**config.mk**
```make
export PLATFORM = sky130hd
export DESIGN_NAME = uart_row_packet_rx
export DESIGN_NICKNAME = d
export VERILOG_FILES = /design/src/rtl/uart_row_packet_rx.sv
export SDC_FILE = /design/constraint.sdc
export NUM_CORES = 1
export LEC_CHECK = 0
export BUFFER_PORTS_ARGS = -buffer_cell sky130_fd_sc_hd__buf_2
export CAP_MARGIN = 30
export CORE_ASPECT_RATIO = 0.6
export CORE_MARGIN = 5
export CORE_UTILIZATION = 60
export CTS_BUF_LIST = sky130_fd_sc_hd__clkbuf_8
export DETAILED_ROUTE_END_ITERATION = 8
export HOLD_SLACK_MARGIN = 0.03
export PLACE_DENSITY = 0.86
export SYNTH_ARGS = -nofsm -noshare
export SYNTH_HDL_FRONTEND = slang
export SYNTH_SLANG_ARGS = --single-unit
export TNS_END_PERCENT = 10
```
**constraint.sdc**
```tcl
create_clock -name clk -period 4.4 [get_ports clk]
set_input_delay 0.66 -clock clk [delete_from_list [all_inputs] [get_ports clk]]
set_output_delay 0.66 -clock clk [all_outputs]
set_load 0.03 [all_outputs]
```
**src/rtl/uart_row_packet_rx.sv**
```systemverilog
// uart_row_packet_rx
// Frames the UART byte stream into row packets of the form
// [Y (Y_BYTES, MSB first)] [ROW_BYTES pixel bytes] [STOP_BYTE].
// Pixel bytes go to the frame buffer as they arrive, one cycle after rx_done.
// After each packet one answer byte goes back through the transmitter.
// The block also detects a bad stop byte, an out-of-range Y and an
// inter-byte timeout, and answers ACK_FAIL in each of those cases.
module uart_row_packet_rx #(
    parameter int          ROW_BYTES      = 240,
    parameter int          Y_BYTES        = 2,
    parameter int          HEIGHT         = 480,
    parameter int          ADDR_WIDTH     = 17,
    parameter logic [7:0]  STOP_BYTE      = 8'hDD,
    parameter logic [7:0]  ACK_OK         = 8'hFF,
    parameter logic [7:0]  ACK_FAIL       = 8'h11,
    parameter int          TIMEOUT_CYCLES = 50000
) (
    input  logic                  clk,
    input  logic                  rst_n,
    input  logic                  en,
    input  logic [7:0]            rx_data,
    input  logic                  rx_done,
    input  logic                  tx_busy,
    output logic                  tx_start,
    output logic [7:0]            tx_data,
    output logic                  fb_we,
    output logic [ADDR_WIDTH-1:0] fb_addr,
    output logic [7:0]            fb_data,
    output logic                  row_done,
    output logic [15:0]           row_y,
    output logic [7:0]            ok_cnt,
    output logic [7:0]            err_cnt
);

    // Derived widths. The wide width WW leaves room for Y * ROW_BYTES
    // and for the HEIGHT comparison without any overflow.
    localparam int YW  = 8 * Y_BYTES;
    localparam int WW  = YW + 32;
    localparam int YCW = $clog2(Y_BYTES + 1);
    localparam int PCW = $clog2(ROW_BYTES + 1);
    localparam int TW  = $clog2(TIMEOUT_CYCLES + 1);

    localparam logic [YCW-1:0] Y_LAST = YCW'(Y_BYTES - 1);
    localparam logic [PCW-1:0] P_LAST = PCW'(ROW_BYTES - 1);
    localparam logic [TW-1:0]  T_LAST = TW'(TIMEOUT_CYCLES - 1);

    typedef enum logic [1:0] {
        WAIT_Y    = 2'd0,
        WAIT_ROW  = 2'd1,
        WAIT_STOP = 2'd2,
        SEND_ACK  = 2'd3
    } state_t;

    state_t                state_reg,   state_next;
    logic [YW-1:0]         y_acc_reg,   y_acc_next;
    logic [YCW-1:0]        y_cnt_reg,   y_cnt_next;
    logic [PCW-1:0]        pix_cnt_reg, pix_cnt_next;
    logic [TW-1:0]         timer_reg,   timer_next;
    logic [ADDR_WIDTH-1:0] base_reg,    base_next;
    logic                  y_bad_reg,   y_bad_next;
    logic [7:0]            ans_reg,     ans_next;
    logic                  ans_ok_reg,  ans_ok_next;
    logic                  fb_we_reg,   fb_we_next;
    logic [ADDR_WIDTH-1:0] fb_addr_reg, fb_addr_next;
    logic [7:0]            fb_data_reg, fb_data_next;
    logic [15:0]           row_y_reg,   row_y_next;
    logic [7:0]            ok_cnt_reg,  ok_cnt_next;
    logic [7:0]            err_cnt_reg, err_cnt_next;

    logic [YW-1:0]         y_shift;
    logic                  y_out_of_range;
    logic [ADDR_WIDTH-1:0] row_base;
    logic                  timing_active;
    logic                  timeout_hit;
    logic                  send_fire;

    // Helper terms shared by the next-state logic.
    always_comb begin
        y_shift        = YW'({y_acc_reg, rx_data});
        y_out_of_range = (WW'(y_shift) >= WW'(HEIGHT));
        row_base       = ADDR_WIDTH'(WW'(y_shift) * WW'(ROW_BYTES));
        // The timer only runs once a packet has actually started.
        timing_active  = ((state_reg == WAIT_Y) && (y_cnt_reg != '0)) ||
                         (state_reg == WAIT_ROW) || (state_reg == WAIT_STOP);
        // A byte on the expiry cycle wins over the timeout.
        timeout_hit    = timing_active && !rx_done && (timer_reg == T_LAST);
        // The start strobe is gated by tx_busy in the same cycle, so it
        // can never overlap a busy transmitter.
        send_fire      = (state_reg == SEND_ACK) && !tx_busy;
    end

    // Next-state and datapath update for the packet FSM.
    always_comb begin
        state_next   = state_reg;
        y_acc_next   = y_acc_reg;
        y_cnt_next   = y_cnt_reg;
        pix_cnt_next = pix_cnt_reg;
        base_next    = base_reg;
        y_bad_next   = y_bad_reg;
        ans_next     = ans_reg;
        ans_ok_next  = ans_ok_reg;
        fb_we_next   = 1'b0;
        fb_addr_next = fb_addr_reg;
        fb_data_next = fb_data_reg;
        row_y_next   = row_y_reg;
        ok_cnt_next  = ok_cnt_reg;
        err_cnt_next = err_cnt_reg;

        if (rx_done || !timing_active) begin
            timer_next = '0;
        end else begin
            timer_next = timer_reg + 1'b1;
        end

        case (state_reg)
            WAIT_Y: begin
                // en only gates the first Y byte; a started packet runs to the end.
                if (rx_done && (en || (y_cnt_reg != '0))) begin
                    y_acc_next = y_shift;
                    if (y_cnt_reg == Y_LAST) begin
                        y_cnt_next   = '0;
                        pix_cnt_next = '0;
                        base_next    = row_base;
                        y_bad_next   = y_out_of_range;
                        state_next   = WAIT_ROW;
                    end else begin
                        y_cnt_next = y_cnt_reg + 1'b1;
                    end
                end else if (timeout_hit) begin
                    ans_next     = ACK_FAIL;
                    ans_ok_next  = 1'b0;
                    y_cnt_next   = '0;
                    pix_cnt_next = '0;
                    state_next   = SEND_ACK;
                end
            end

            WAIT_ROW: begin
                if (rx_done) begin
                    // Rows with an out-of-range Y are consumed but never written.
                    fb_we_next   = !y_bad_reg;
                    fb_addr_next = base_reg + ADDR_WIDTH'(pix_cnt_reg);
                    fb_data_next = rx_data;
                    if (pix_cnt_reg == P_LAST) begin
                        pix_cnt_next = '0;
                        state_next   = WAIT_STOP;
                    end else begin
                        pix_cnt_next = pix_cnt_reg + 1'b1;
                    end
                end else if (timeout_hit) begin
                    ans_next     = ACK_FAIL;
                    ans_ok_next  = 1'b0;
                    pix_cnt_next = '0;
                    state_next   = SEND_ACK;
                end
            end

            WAIT_STOP: begin
                if (rx_done) begin
                    if ((rx_data == STOP_BYTE) && !y_bad_reg) begin
                        ans_next    = ACK_OK;
                        ans_ok_next = 1'b1;
                    end else begin
                        ans_next    = ACK_FAIL;
                        ans_ok_next = 1'b0;
                    end
                    state_next = SEND_ACK;
                end else if (timeout_hit) begin
                    ans_next    = ACK_FAIL;
                    ans_ok_next = 1'b0;
                    state_next  = SEND_ACK;
                end
            end

            SEND_ACK: begin
                // Incoming bytes are dropped here; only tx_busy matters.
                if (send_fire) begin
                    y_cnt_next   = '0;
                    pix_cnt_next = '0;
                    state_next   = WAIT_Y;
                    if (ans_ok_reg) begin
                        row_y_next = 16'(y_acc_reg);
                        if (ok_cnt_reg != 8'hFF) begin
                            ok_cnt_next = ok_cnt_reg + 8'd1;
                        end
                    end else begin
                        if (err_cnt_reg != 8'hFF) begin
                            err_cnt_next = err_cnt_reg + 8'd1;
                        end
                    end
                end
            end

            default: begin
                state_next = WAIT_Y;
            end
        endcase
    end

    // State register; a reset aborts any packet without sending an answer.
    always_ff @(posedge clk) begin
        if (!rst_n) begin
            state_reg   <= WAIT_Y;
            y_acc_reg   <= '0;
            y_cnt_reg   <= '0;
            pix_cnt_reg <= '0;
            timer_reg   <= '0;
            base_reg    <= '0;
            y_bad_reg   <= 1'b0;
            ans_reg     <= '0;
            ans_ok_reg  <= 1'b0;
            fb_we_reg   <= 1'b0;
            fb_addr_reg <= '0;
            fb_data_reg <= '0;
            row_y_reg   <= '0;
            ok_cnt_reg  <= '0;
            err_cnt_reg <= '0;
        end else begin
            state_reg   <= state_next;
            y_acc_reg   <= y_acc_next;
            y_cnt_reg   <= y_cnt_next;
            pix_cnt_reg <= pix_cnt_next;
            timer_reg   <= timer_next;
            base_reg    <= base_next;
            y_bad_reg   <= y_bad_next;
            ans_reg     <= ans_next;
            ans_ok_reg  <= ans_ok_next;
            fb_we_reg   <= fb_we_next;
            fb_addr_reg <= fb_addr_next;
            fb_data_reg <= fb_data_next;
            row_y_reg   <= row_y_next;
            ok_cnt_reg  <= ok_cnt_next;
            err_cnt_reg <= err_cnt_next;
        end
    end

    // Output drive: frame-buffer port is registered, answer strobes are gated.
    always_comb begin
        tx_start = send_fire;
        tx_data  = ans_reg;
        row_done = send_fire && ans_ok_reg;
        fb_we    = fb_we_reg;
        fb_addr  = fb_addr_reg;
        fb_data  = fb_data_reg;
        row_y    = row_y_reg;
        ok_cnt   = ok_cnt_reg;
        err_cnt  = err_cnt_reg;
    end

endmodule

```
==> impl_metrics.xml, run 1 <==
<?xml version="1.0" encoding="UTF-8"?>
<metrics>
  <group name="outcome">
    <metric name="run_status" unit="">finished, final reports clean</metric>
  </group>
  <group name="global_routing">
    <metric name="grt_max_degree" unit="">50</metric>
    <metric name="grt_util_met2" unit="%">39.58</metric>
    <metric name="gr-usage-met1" unit="%">32.97</metric>
    <metric name="track_usage" unit="%">25.24</metric>
    <metric name="grt.met3_usage" unit="%">7.857</metric>
    <metric name="grt_overflow" unit="">0</metric>
    <metric name="grt_pass1_vias" unit="">5210</metric>
    <metric name="grt_antenna_before_repair" unit="">0</metric>
    <metric name="grt.busiest_layer" unit="">met2</metric>
    <metric name="global_route_wire_length_before_repair" unit="um">25470</metric>
  </group>
  <group name="logic_synthesis">
    <metric name="synthesized_flop_and_latch_total" unit="">125</metric>
    <metric name="mappedNetlistArea" unit="um^2">6289</metric>
    <metric name="synth-main-ff-cell" unit="">dfxtp_1</metric>
    <metric name="synthSimpleGateAreaFrac" unit="%">21.59</metric>
    <metric name="synth_top_family_by_area" unit="">simple AND/OR/NAND/NOR gates</metric>
    <metric name="synth_adder_area_share" unit="%">12.93</metric>
    <metric name="synth-async-reset-ratio" unit="%">0</metric>
    <metric name="synthDominantCellAreaShare" unit="%">39.79</metric>
    <metric name="muxShareOfSynthArea" unit="%">0.4775</metric>
    <metric name="library_cells_used_by_synthesis" unit="">56</metric>
    <metric name="synth-xor-area-share" unit="%">6.128</metric>
    <metric name="syn_nets" unit="">812</metric>
    <metric name="area_fraction_in_compound_gates_after_synthesis" unit="%">14.37</metric>
    <metric name="number_of_flops_mapped_to_enable_cells_by_yosys" unit="">0</metric>
    <metric name="post_synth.cell_area_avg" unit="um^2">8.430</metric>
    <metric name="yosys-top-cells-area" unit="">dfxtp_1, nand2_1, ha_1, a21oi_1, fa_1</metric>
    <metric name="sequential_element_share_of_the_synthesized_area" unit="%">39.79</metric>
    <metric name="synthesis.instances" unit="">746</metric>
    <metric name="yosys.area.top_type" unit="">dfxtp_1</metric>
    <metric name="synth_warnings" unit="">0</metric>
  </group>
  <group name="sta">
    <metric name="timing.final.ws_setup" unit="ns">0.9480</metric>
    <metric name="rsz_0062_raised_after_global_routing" unit="">false</metric>
    <metric name="max-slew-margin-rel" unit="%">45.98</metric>
    <metric name="finalHoldWorstSlack" unit="ns">0.4411</metric>
    <metric name="clock-skew-final" unit="ns">0.009654</metric>
    <metric name="timing.final.crit_share" unit="%">78.45</metric>
    <metric name="maxClockFrequency" unit="GHz">0.2897</metric>
    <metric name="slew_viol_final" unit="">0</metric>
    <metric name="worst-slew-pin-transition" unit="ns">0.8091</metric>
    <metric name="final.min_clock_period" unit="ns">3.452</metric>
    <metric name="setup_total_negative_slack" unit="ns">0</metric>
    <metric name="final-hold-violation-count" unit="">0</metric>
    <metric name="setup_viol" unit="">0</metric>
  </group>
  <group name="detailed_routing">
    <metric name="drtIter0Drc" unit="">381</metric>
    <metric name="drt_wl_total" unit="um">15290</metric>
    <metric name="ratio_of_routed_vias_to_standard_cells" unit="">5.616</metric>
    <metric name="detail_route.drc_violations" unit="">0</metric>
    <metric name="postRouteAntennaNets" unit="">0</metric>
    <metric name="drt_pre_antenna_iters" unit="">6</metric>
    <metric name="routedWlPerCell" unit="um">15.86</metric>
    <metric name="num_vias" unit="">5414</metric>
  </group>
  <group name="placement">
    <metric name="place.port_buffers" unit="">80</metric>
    <metric name="postPlaceCellArea" unit="um^2">6753</metric>
    <metric name="place.gp.congestion" unit="">0.9649</metric>
    <metric name="detailedPlace.worstSlack" unit="ns">0.6140</metric>
    <metric name="place_hpwl" unit="um">11260</metric>
  </group>
  <group name="cells_and_area">
    <metric name="num_antenna_cells" unit="">0</metric>
    <metric name="finish.instance_area" unit="um^2">7141</metric>
    <metric name="post-route-util" unit="%">71.02</metric>
    <metric name="layout.cells.most_common_list" unit="">nand2_1, dfxtp_1, a21oi_1</metric>
    <metric name="num-nets-final" unit="">885</metric>
    <metric name="max_ffs_per_register" unit="">17</metric>
    <metric name="num-fill-cells" unit="">732</metric>
    <metric name="share_of_layout_cells_above_drive_strength_1" unit="%">15.20</metric>
    <metric name="areaGrowthSynthToFinish" unit="%">13.55</metric>
    <metric name="mostFrequentLayoutCell" unit="">nand2_1</metric>
  </group>
  <group name="setup_path">
    <metric name="slowest_delay" unit="ns">0.56</metric>
    <metric name="crit_path_max_fanout" unit="">5</metric>
    <metric name="worstSetupEndpointType" unit="">flop</metric>
    <metric name="setup.worst_path.start_class" unit="">primary input</metric>
    <metric name="reg_to_reg_critical_path_endpoint" unit="">base_reg[16]</metric>
    <metric name="worst_ep_arrival_time" unit="ns">3.77</metric>
    <metric name="cp_cell_sequence" unit="">buf_2, inv_1, fa_1, fa_1, inv_1, ha_1, a21o_1, o41ai_1, o21ai_0, xnor2_1, a21oi_1</metric>
    <metric name="worst-r2r-cell-count" unit="">9</metric>
    <metric name="timing_worst_setup_path_type" unit="">primary input to flop</metric>
    <metric name="crit_slowest_cell" unit="">o41ai_1</metric>
    <metric name="regToRegStartpoint" unit="">y_acc_reg[0]</metric>
    <metric name="critPathRequiredTime" unit="ns">4.71</metric>
    <metric name="reg2reg_setup_slack" unit="ns">1.23</metric>
  </group>
  <group name="power">
    <metric name="power_density" unit="nW/um^2">387.5</metric>
    <metric name="leakagePower" unit="nW">2.974</metric>
    <metric name="ir_worst_vdd" unit="mV">0.2402</metric>
  </group>
  <group name="hold_path">
    <metric name="hold_path_end" unit="">tx_data[0]</metric>
    <metric name="timing.hold.worst.class" unit="">flop to flop</metric>
    <metric name="min-delay-start" unit="">tx_data[0]</metric>
    <metric name="hold-path-cell-count" unit="">2</metric>
  </group>
  <group name="cts">
    <metric name="clock_root_buffer" unit="">clkbuf_8</metric>
    <metric name="htree_levels" unit="">4</metric>
    <metric name="clk_pin_slew_worst_paths" unit="ns">0.06</metric>
    <metric name="post_cts_setup_buffers" unit="">0</metric>
    <metric name="clock_latency" unit="ns">0.44</metric>
    <metric name="cts_tree" unit="">built</metric>
    <metric name="cts_num_sinks" unit="">125</metric>
    <metric name="cts_buffer_depth" unit="">2</metric>
    <metric name="clock_buffer_count_from_cts" unit="">17</metric>
    <metric name="post_cts_resize_count" unit="">0</metric>
    <metric name="cts.hold.buffers_added" unit="">0</metric>
  </group>
  <group name="die">
    <metric name="core.rowCount" unit="">28</metric>
    <metric name="die-area" unit="um^2">12700</metric>
    <metric name="die_height" unit="um">89.30</metric>
    <metric name="die_w" unit="um">142.2</metric>
    <metric name="core" unit="um^2">10050</metric>
    <metric name="ioPinCount" unit="">81</metric>
    <metric name="initial_core_util" unit="%">62.54</metric>
  </group>
  <group name="job">
    <metric name="max-cap-violations" unit="">0</metric>
  </group>
</metrics>
-- through the flow --
stage | total power [mW] | instances
after floorplan | 1.629 | 746
after global routing | 2.909 | 964
final | 2.767 | 964
after global placement | 1.739 | 935
after detailed placement | 1.770 | 935
after CTS | 2.770 | 964
-- cells in the mapped netlist (3+ instances only) --
cell type and n:
a21oi_2 7, nor3_1 7, or4_1 4, or3_1 5, a211oi_1 9, and3_1 10, dfxtp_1 125, fa_1 20
inv_1 43, o21ai_0 21, nand3_1 25, and2_1 5, buf_2 3, xor2_1 26, o31ai_1 5, mux2i_1 3
nor2b_1 5, and4_1 3, buf_1 5, a21o_1 4, xnor2_1 18, nand4_1 9, clkbuf_1 19, ha_1 33
nand2_1 146, a21oi_1 82, nand2b_1 7, nor2_1 61
-- power breakdown --
group	switching (mW)	total (mW)	internal, mW
logic	0.364	0.569	0.205
clock network	0.433	1.01	0.572
registers	0.0279	1.19	1.16
-- worst max path at each step --
stage / start / end / slack [ns]
floorplan: rx_data[6] / base_reg[16] / 1.12
global placement: rx_data[7] / base_reg[16] / 0.86
detailed placement: rx_data[5] / base_reg[16] / 0.61
CTS: rx_data[5] / base_reg[16] / 1.02
global route: rx_data[5] / base_reg[16] / 0.75
finish: rx_data[5] / base_reg[16] / 0.95
-- critical path, delay by kind of cell --
kind | cells | cell delay (ns)
fa+ha+maj | 3 | 1.43
buf+inv | 3 | 0.37
compound gates | 4 | 1.08
xor+xnor | 1 | 0.23
-- cell type report --
cell class                      count  area, um^2  area share (%)
Timing Repair Buffer               83       422.9           5.923
Sequential cell                   125        2502           35.04
Clock buffer                       19       261.5           3.662
Clock inverter                     10       126.4           1.770
Inverter                           45       168.9           2.366
Multi-Input combinational cell    547        3490           48.87
Tap cell                          135       168.9           2.366
-- logic make-up (layout without fill, tap and decap cells) --
kind of cell    Yosys count  after routing
simple gates            300            300
compound gates          147            147
flops                   125            125
buf+inv                  74            157
fa+ha+maj                53             53
xor+xnor                 44             44
mux                       3              3
-- layer usage --
layer	wire, um	vias to the layer above
li1	-	2645
met3	1144	40
met1	6847	2529
met5	0	-
met2	6945	200
met4	351	0
(Power assumes the default switching activity.)
==> run 2, diff against run 1 <==
clock period = 3.2 ns   (was 4.4 ns; I/O delays follow)
==> run 2 against run 1 <==
Against the previous run: hold slack got worse by 0.064 ns; sequential power increased by 38%; final cell count increased by 2.4%; critical path type is now flop to flop; first-iteration DRC count increased by 30%; highest routed layer unchanged; critical endpoint is now base_reg[15]; combinational power increased by 47%; power increased by 45%; critical path depth decreased by 1; register-to-register slack got worse by 1.0 ns.
==> impl_metrics.xml, run 2 (synthesized netlist as in run 1, its figures left out) <==
<?xml version="1.0" encoding="UTF-8"?>
<metrics>
  <group name="outcome">
    <metric name="run_status" unit="">finished, final reports clean</metric>
  </group>
  <group name="detailed_routing">
    <metric name="routedWlPerCell" unit="um">16.01</metric>
    <metric name="num_vias" unit="">5618</metric>
    <metric name="postRouteAntennaNets" unit="">0</metric>
    <metric name="ratio_of_routed_vias_to_standard_cells" unit="">5.692</metric>
    <metric name="drt_pre_antenna_iters" unit="">5</metric>
    <metric name="detail_route.drc_violations" unit="">0</metric>
    <metric name="drtIter0Drc" unit="">494</metric>
    <metric name="drt_wl_total" unit="um">15810</metric>
  </group>
  <group name="hold_path">
    <metric name="hold_path_end" unit="">fb_data[1]</metric>
    <metric name="timing.hold.worst.class" unit="">primary input to flop</metric>
    <metric name="hold-path-cell-count" unit="">3</metric>
    <metric name="min-delay-start" unit="">rx_data[1]</metric>
  </group>
  <group name="die">
    <metric name="die-area" unit="um^2">12700</metric>
    <metric name="initial_core_util" unit="%">62.54</metric>
    <metric name="die_height" unit="um">89.30</metric>
    <metric name="ioPinCount" unit="">81</metric>
    <metric name="core" unit="um^2">10050</metric>
    <metric name="die_w" unit="um">142.2</metric>
    <metric name="core.rowCount" unit="">28</metric>
  </group>
  <group name="cts">
    <metric name="cts_tree" unit="">built</metric>
    <metric name="clock_buffer_count_from_cts" unit="">17</metric>
    <metric name="clock_latency" unit="ns">0.43</metric>
    <metric name="htree_levels" unit="">4</metric>
    <metric name="clk_pin_slew_worst_paths" unit="ns">0.07</metric>
    <metric name="clock_root_buffer" unit="">clkbuf_8</metric>
    <metric name="cts_buffer_depth" unit="">2</metric>
    <metric name="cts_num_sinks" unit="">125</metric>
    <metric name="cts.hold.buffers_added" unit="">0</metric>
  </group>
  <group name="global_routing">
    <metric name="grt_pass1_vias" unit="">5435</metric>
    <metric name="grt_overflow" unit="">0</metric>
    <metric name="grt_antenna_before_repair" unit="">0</metric>
    <metric name="track_usage" unit="%">25.57</metric>
    <metric name="grt_max_degree" unit="">38</metric>
    <metric name="global_route_wire_length_before_repair" unit="um">25990</metric>
  </group>
  <group name="cells_and_area">
    <metric name="seq_area" unit="um^2">2502</metric>
    <metric name="max_ffs_per_register" unit="">17</metric>
    <metric name="finalNonFillerCells" unit="">987</metric>
    <metric name="num_antenna_cells" unit="">0</metric>
    <metric name="areaGrowthSynthToFinish" unit="%">17.11</metric>
    <metric name="num-fill-cells" unit="">733</metric>
    <metric name="num-nets-final" unit="">908</metric>
    <metric name="multi_input_area" unit="um^2">3490</metric>
    <metric name="layout.cells.most_common_list" unit="">nand2_1, dfxtp_1, a21oi_1</metric>
    <metric name="share_of_layout_cells_above_drive_strength_1" unit="%">17.72</metric>
    <metric name="mostFrequentLayoutCell" unit="">nand2_1</metric>
  </group>
  <group name="sta">
    <metric name="final-hold-violation-count" unit="">0</metric>
    <metric name="setup_total_negative_slack" unit="ns">0</metric>
    <metric name="max-slew-margin-rel" unit="%">43.96</metric>
    <metric name="timing.final.crit_share" unit="%">92.67</metric>
    <metric name="final.min_clock_period" unit="ns">2.966</metric>
    <metric name="finalHoldWorstSlack" unit="ns">0.3766</metric>
    <metric name="worst-slew-pin-transition" unit="ns">0.8386</metric>
    <metric name="rsz_0062_raised_after_global_routing" unit="">false</metric>
    <metric name="setup_viol" unit="">0</metric>
    <metric name="slew_viol_final" unit="">0</metric>
    <metric name="maxClockFrequency" unit="GHz">0.3372</metric>
    <metric name="clock-skew-final" unit="ns">0.01046</metric>
  </group>
  <group name="setup_path">
    <metric name="worst_ep_arrival_time" unit="ns">3.28</metric>
    <metric name="worstSetupEndpointType" unit="">flop</metric>
    <metric name="critPathRequiredTime" unit="ns">3.52</metric>
    <metric name="worst-r2r-cell-count" unit="">10</metric>
    <metric name="regToRegStartpoint" unit="">y_acc_reg[0]</metric>
    <metric name="crit_path_max_fanout" unit="">5</metric>
    <metric name="setup.worst_path.start_class" unit="">flop</metric>
    <metric name="reg_to_reg_critical_path_endpoint" unit="">base_reg[15]</metric>
    <metric name="timing_worst_setup_path_type" unit="">flop to flop</metric>
    <metric name="reg2reg_setup_slack" unit="ns">0.23</metric>
  </group>
  <group name="job">
    <metric name="max-cap-violations" unit="">0</metric>
  </group>
  <group name="power">
    <metric name="power_density" unit="nW/um^2">542.9</metric>
    <metric name="ir_worst_vdd" unit="mV">0.3122</metric>
    <metric name="leakagePower" unit="nW">3.107</metric>
  </group>
  <group name="placement">
    <metric name="place.port_buffers" unit="">80</metric>
    <metric name="numPlacedInstances" unit="">958</metric>
    <metric name="place.gp.congestion" unit="">0.9098</metric>
    <metric name="place_hpwl" unit="um">11580</metric>
  </group>
</metrics>
==> run 2: changes by cell type in the layout (fill, tap and decap cells not counted) <==
cell / previous run / this run
o311ai_1: 0 / 1
clkbuf_8: 19 / 22
clkinv_2: 2 / 1
clkinvlp_4: 2 / 1
bufinv_16: 3 / 4
inv_1: 46 / 44
o311ai_0: 1 / 0
buf_4: 3 / 26
==> run 2: power by group <==
part | leakage (nW) | switching, mW | total [mW] | internal (mW)
Sequential | 1.01 | 0.0374 | 1.64 | 1.60
Clock | 0.224 | 0.586 | 1.52 | 0.937
Combinational | 1.87 | 0.506 | 0.837 | 0.332
Total | 3.11 | 1.13 | 4.00 | 2.87
==> run 2: worst max path at each step <==
stage	from	to	cells after the start
after floorplan	rx_data[6]	base_reg[16]	10
after global placement	rx_data[4]	base_reg[14]	13
after detailed placement	rx_data[1]	base_reg[16]	12
after CTS	y_acc_reg[0]	base_reg[15]	10
after global routing	y_acc_reg[0]	base_reg[14]	10
final	y_acc_reg[0]	base_reg[15]	10
==> run 2: layer usage <==
| layer | up-vias | part of all wire (%) | global-route usage [%] |
|---|---|---|---|
| li1 | 2697 | - | - |
| met1 | 2653 | 45 | 34.31 |
| met5 | - | 0 | 0 |
| met3 | 32 | 7.2 | 4.810 |
| met4 | 0 | 1.8 | 9.146 |
| met2 | 236 | 46 | 41.98 |
==> run 2: metrics by stage <==
| step | power, mW | area (um^2) | utilization (%) | setup WS [ns] |
|---|---|---|---|---|
| CTS | 3.995 | 7365 | 73.25 | 0.1680 |
| detailed placement | 2.491 | 6925 | 68.88 | -0.1294 |
| global placement | 2.455 | 6925 | 68.88 | 0.009851 |
| floorplan | 2.239 | 6289 | - | 0.09830 |
| finish | 3.999 | 7365 | 73.25 | 0.2345 |
| global route | 4.173 | 7365 | 73.25 | 0.03622 |
==> run 2: timing repair <==
| item | in CTS | in global routing |
|---|---|---|
| setup endpoints to repair | 0 | 1 |
| resized for setup | 0 | 1 |
| setup buffers | 0 | 0 |
==> run 2: critical path, cell delays in order, from the launching register on <==
cell and delay, ns:
dfxtp_1 0.42, inv_1 0.18, fa_1 0.53, fa_1 0.52
inv_1 0.04, ha_1 0.30, a21oi_1 0.27, nand2_1 0.10
o311ai_1 0.27, or4_1 0.15, nand3_1 0.06
==> run 2: area by class of cell <==
cell class	count	share of cell area [%]
clock buffers	22	4.111
multi-input cells	547	47.38
well taps	135	2.294
inverters	45	2.294
clock inverters	7	1.852
repair buffers	106	8.087
flip-flops and latches	125	33.98
==> run 3, diff against run 2 <==
clock period = 3 ns   (was 3.2 ns; I/O delays follow)
==> run 3 against run 2 <==
Against the previous run: sequential cell count is the same; global-route usage up 1.0 points; setup slack got worse by 0.024 ns; largest cell class unchanged; critical path type unchanged; maximum frequency grew 6.3%; clock-buffer cell count fell by 4; critical endpoint unchanged; final cell count up 1.7%.
==> impl_metrics.xml, run 3 (synthesized netlist as in run 1, its figures left out) <==
<?xml version="1.0" encoding="UTF-8"?>
<metrics>
  <group name="sta">
    <metric name="finalHoldWorstSlack" unit="ns">0.3396</metric>
    <metric name="rsz_0062_raised_after_global_routing" unit="">false</metric>
    <metric name="timing.final.crit_share" unit="%">92.97</metric>
    <metric name="setup_viol" unit="">0</metric>
    <metric name="maxClockFrequency" unit="GHz">0.3585</metric>
    <metric name="slew_viol_final" unit="">0</metric>
    <metric name="worst-slew-pin-transition" unit="ns">0.5421</metric>
    <metric name="final.min_clock_period" unit="ns">2.789</metric>
    <metric name="clock-skew-final" unit="ns">0.008762</metric>
    <metric name="final-hold-violation-count" unit="">0</metric>
    <metric name="setup_total_negative_slack" unit="ns">0</metric>
    <metric name="max-slew-margin-rel" unit="%">63.75</metric>
  </group>
  <group name="cells_and_area">
    <metric name="areaGrowthSynthToFinish" unit="%">18.23</metric>
    <metric name="layout.cells.most_common_list" unit="">nand2_1, dfxtp_1, a21oi_1</metric>
    <metric name="num-nets-final" unit="">924</metric>
    <metric name="num_antenna_cells" unit="">0</metric>
    <metric name="max_ffs_per_register" unit="">17</metric>
    <metric name="num-fill-cells" unit="">706</metric>
    <metric name="mostFrequentLayoutCell" unit="">nand2_1</metric>
    <metric name="post-route-util" unit="%">73.94</metric>
    <metric name="finish.instance_area" unit="um^2">7435</metric>
    <metric name="share_of_layout_cells_above_drive_strength_1" unit="%">19.10</metric>
  </group>
  <group name="cts">
    <metric name="htree_levels" unit="">4</metric>
    <metric name="clock_root_buffer" unit="">clkbuf_8</metric>
    <metric name="cts_num_sinks" unit="">125</metric>
    <metric name="clk_pin_slew_worst_paths" unit="ns">0.07</metric>
    <metric name="cts_buffer_depth" unit="">2</metric>
    <metric name="clock_latency" unit="ns">0.44</metric>
    <metric name="cts.hold.buffers_added" unit="">0</metric>
    <metric name="cts_tree" unit="">built</metric>
    <metric name="post_cts_setup_buffers" unit="">0</metric>
    <metric name="clock_buffer_count_from_cts" unit="">17</metric>
  </group>
  <group name="detailed_routing">
    <metric name="drt_pre_antenna_iters" unit="">5</metric>
    <metric name="drt_wl_total" unit="um">16360</metric>
    <metric name="detail_route.drc_violations" unit="">0</metric>
    <metric name="postRouteAntennaNets" unit="">0</metric>
    <metric name="routedWlPerCell" unit="um">16.29</metric>
    <metric name="drtIter0Drc" unit="">561</metric>
    <metric name="ratio_of_routed_vias_to_standard_cells" unit="">5.738</metric>
    <metric name="num_vias" unit="">5761</metric>
  </group>
  <group name="hold_path">
    <metric name="timing.hold.worst.class" unit="">primary input to flop</metric>
    <metric name="min-delay-start" unit="">rx_data[1]</metric>
    <metric name="hold_path_end" unit="">fb_data[1]</metric>
    <metric name="hold-path-cell-count" unit="">3</metric>
  </group>
  <group name="die">
    <metric name="initial_core_util" unit="%">62.54</metric>
    <metric name="die_w" unit="um">142.2</metric>
    <metric name="ioPinCount" unit="">81</metric>
    <metric name="die-area" unit="um^2">12700</metric>
    <metric name="die_height" unit="um">89.30</metric>
    <metric name="core.rowCount" unit="">28</metric>
    <metric name="core" unit="um^2">10050</metric>
  </group>
  <group name="setup_path">
    <metric name="critPathRequiredTime" unit="ns">3.32</metric>
    <metric name="crit_path_max_fanout" unit="">4</metric>
    <metric name="setup.worst_path.start_class" unit="">flop</metric>
    <metric name="worst-r2r-cell-count" unit="">10</metric>
    <metric name="cp_cell_sequence" unit="">inv_2, fa_1, fa_1, inv_1, ha_1, a21oi_1, nand2_1, o311ai_1, or4_1, nand3_1</metric>
    <metric name="timing_worst_setup_path_type" unit="">flop to flop</metric>
    <metric name="critPathMostFrequentCell" unit="">fa_1</metric>
    <metric name="worst_ep_arrival_time" unit="ns">3.11</metric>
    <metric name="worstSetupEndpointType" unit="">flop</metric>
    <metric name="reg_to_reg_critical_path_endpoint" unit="">base_reg[15]</metric>
    <metric name="regToRegStartpoint" unit="">y_acc_reg[0]</metric>
    <metric name="cp.buffers_inverters" unit="">2</metric>
    <metric name="reg2reg_setup_slack" unit="ns">0.21</metric>
    <metric name="crit_family" unit="">adder cells</metric>
    <metric name="timing.critical_path.from" unit="">y_acc_reg[0]</metric>
    <metric name="slowest_delay" unit="ns">0.53</metric>
    <metric name="crit_slowest_cell" unit="">fa_1</metric>
  </group>
  <group name="global_routing">
    <metric name="grt_max_degree" unit="">52</metric>
    <metric name="grt_overflow" unit="">0</metric>
    <metric name="grt_pass1_vias" unit="">5589</metric>
    <metric name="grt_antenna_before_repair" unit="">0</metric>
    <metric name="global_route_wire_length_before_repair" unit="um">26770</metric>
    <metric name="track_usage" unit="%">26.61</metric>
  </group>
  <group name="placement">
    <metric name="place_hpwl" unit="um">12080</metric>
    <metric name="place.gp.congestion" unit="">0.9019</metric>
    <metric name="place.port_buffers" unit="">80</metric>
    <metric name="postPlaceCellArea" unit="um^2">7053</metric>
  </group>
  <group name="power">
    <metric name="power" unit="mW">4.181</metric>
    <metric name="power_density" unit="nW/um^2">562.3</metric>
    <metric name="leakagePower" unit="nW">3.171</metric>
    <metric name="ir_worst_vdd" unit="mV">0.3946</metric>
  </group>
  <group name="job">
    <metric name="max-cap-violations" unit="">0</metric>
  </group>
  <group name="outcome">
    <metric name="run_status" unit="">finished, final reports clean</metric>
  </group>
</metrics>
run 3: cell types whose count changed in the layout (fill, tap and decap cells not counted), sizes merged:
cell	before	now
buf	106	122
clkbuf	22	18
inv	45	49
bufinv	4	3
clkinv	2	3
clkinvlp	1	2
run 3: what timing repair did:
action | CTS | global route
setup endpoints to repair | 0 | 2
hold endpoints to repair | 0 | 0
resized for setup | 0 | 2
run 3: layout make-up:
| type | count | area [um^2] | area share, % |
|---|---|---|---|
| clock buffer | 18 | 247.7 | 3.332 |
| sequential | 125 | 2502 | 33.66 |
| timing repair buffer | 122 | 715.7 | 9.626 |
| clock inverter | 12 | 133.9 | 1.801 |
| inverter | 45 | 168.9 | 2.272 |
| tap | 135 | 168.9 | 2.272 |
| multi-input combinational | 547 | 3497 | 47.04 |
run 3: layer usage:
| metal | up-vias | part of all wire (%) | GRT usage (%) |
|---|---|---|---|
| met5 | - | 0 | 0 |
| met4 | 0 | 1.6 | 9.408 |
| met3 | 32 | 7.4 | 5.933 |
| met2 | 267 | 47 | 42.45 |
| met1 | 2735 | 44 | 36.11 |
| li1 | 2727 | - | - |
run 3: where the power goes:
group          internal [mW]  switching, mW  total (mW)
Sequential              1.71         0.0399        1.75
Combinational          0.403          0.568       0.970
Clock                  0.815          0.649        1.46
run 3: worst register-to-register path: cells and delay by family (launching register included):
| kind | cells | cell delay (ns) |
|---|---|---|
| compound gates | 2 | 0.55 |
| fa+ha+maj | 3 | 1.32 |
| buf+inv | 2 | 0.14 |
| flops | 1 | 0.35 |
| simple gates | 3 | 0.33 |
run 3: worst max path at each step:
stage | end | cells past startpoint
3_3_place_gp | base_reg[14] | 13
6_report | base_reg[15] | 10
4_1_cts | base_reg[15] | 10
2_1_floorplan | base_reg[16] | 10
3_5_place_dp | base_reg[16] | 12
5_1_grt | base_reg[13] | 12
run 3: metrics by stage:
stage,setup slack [ns],instances
after floorplan,0.02604,746
after CTS,0.07716,1004
after global placement,-0.08879,974
after detailed placement,-0.2069,974
after global routing,0.05821,1004
final,0.2108,1004
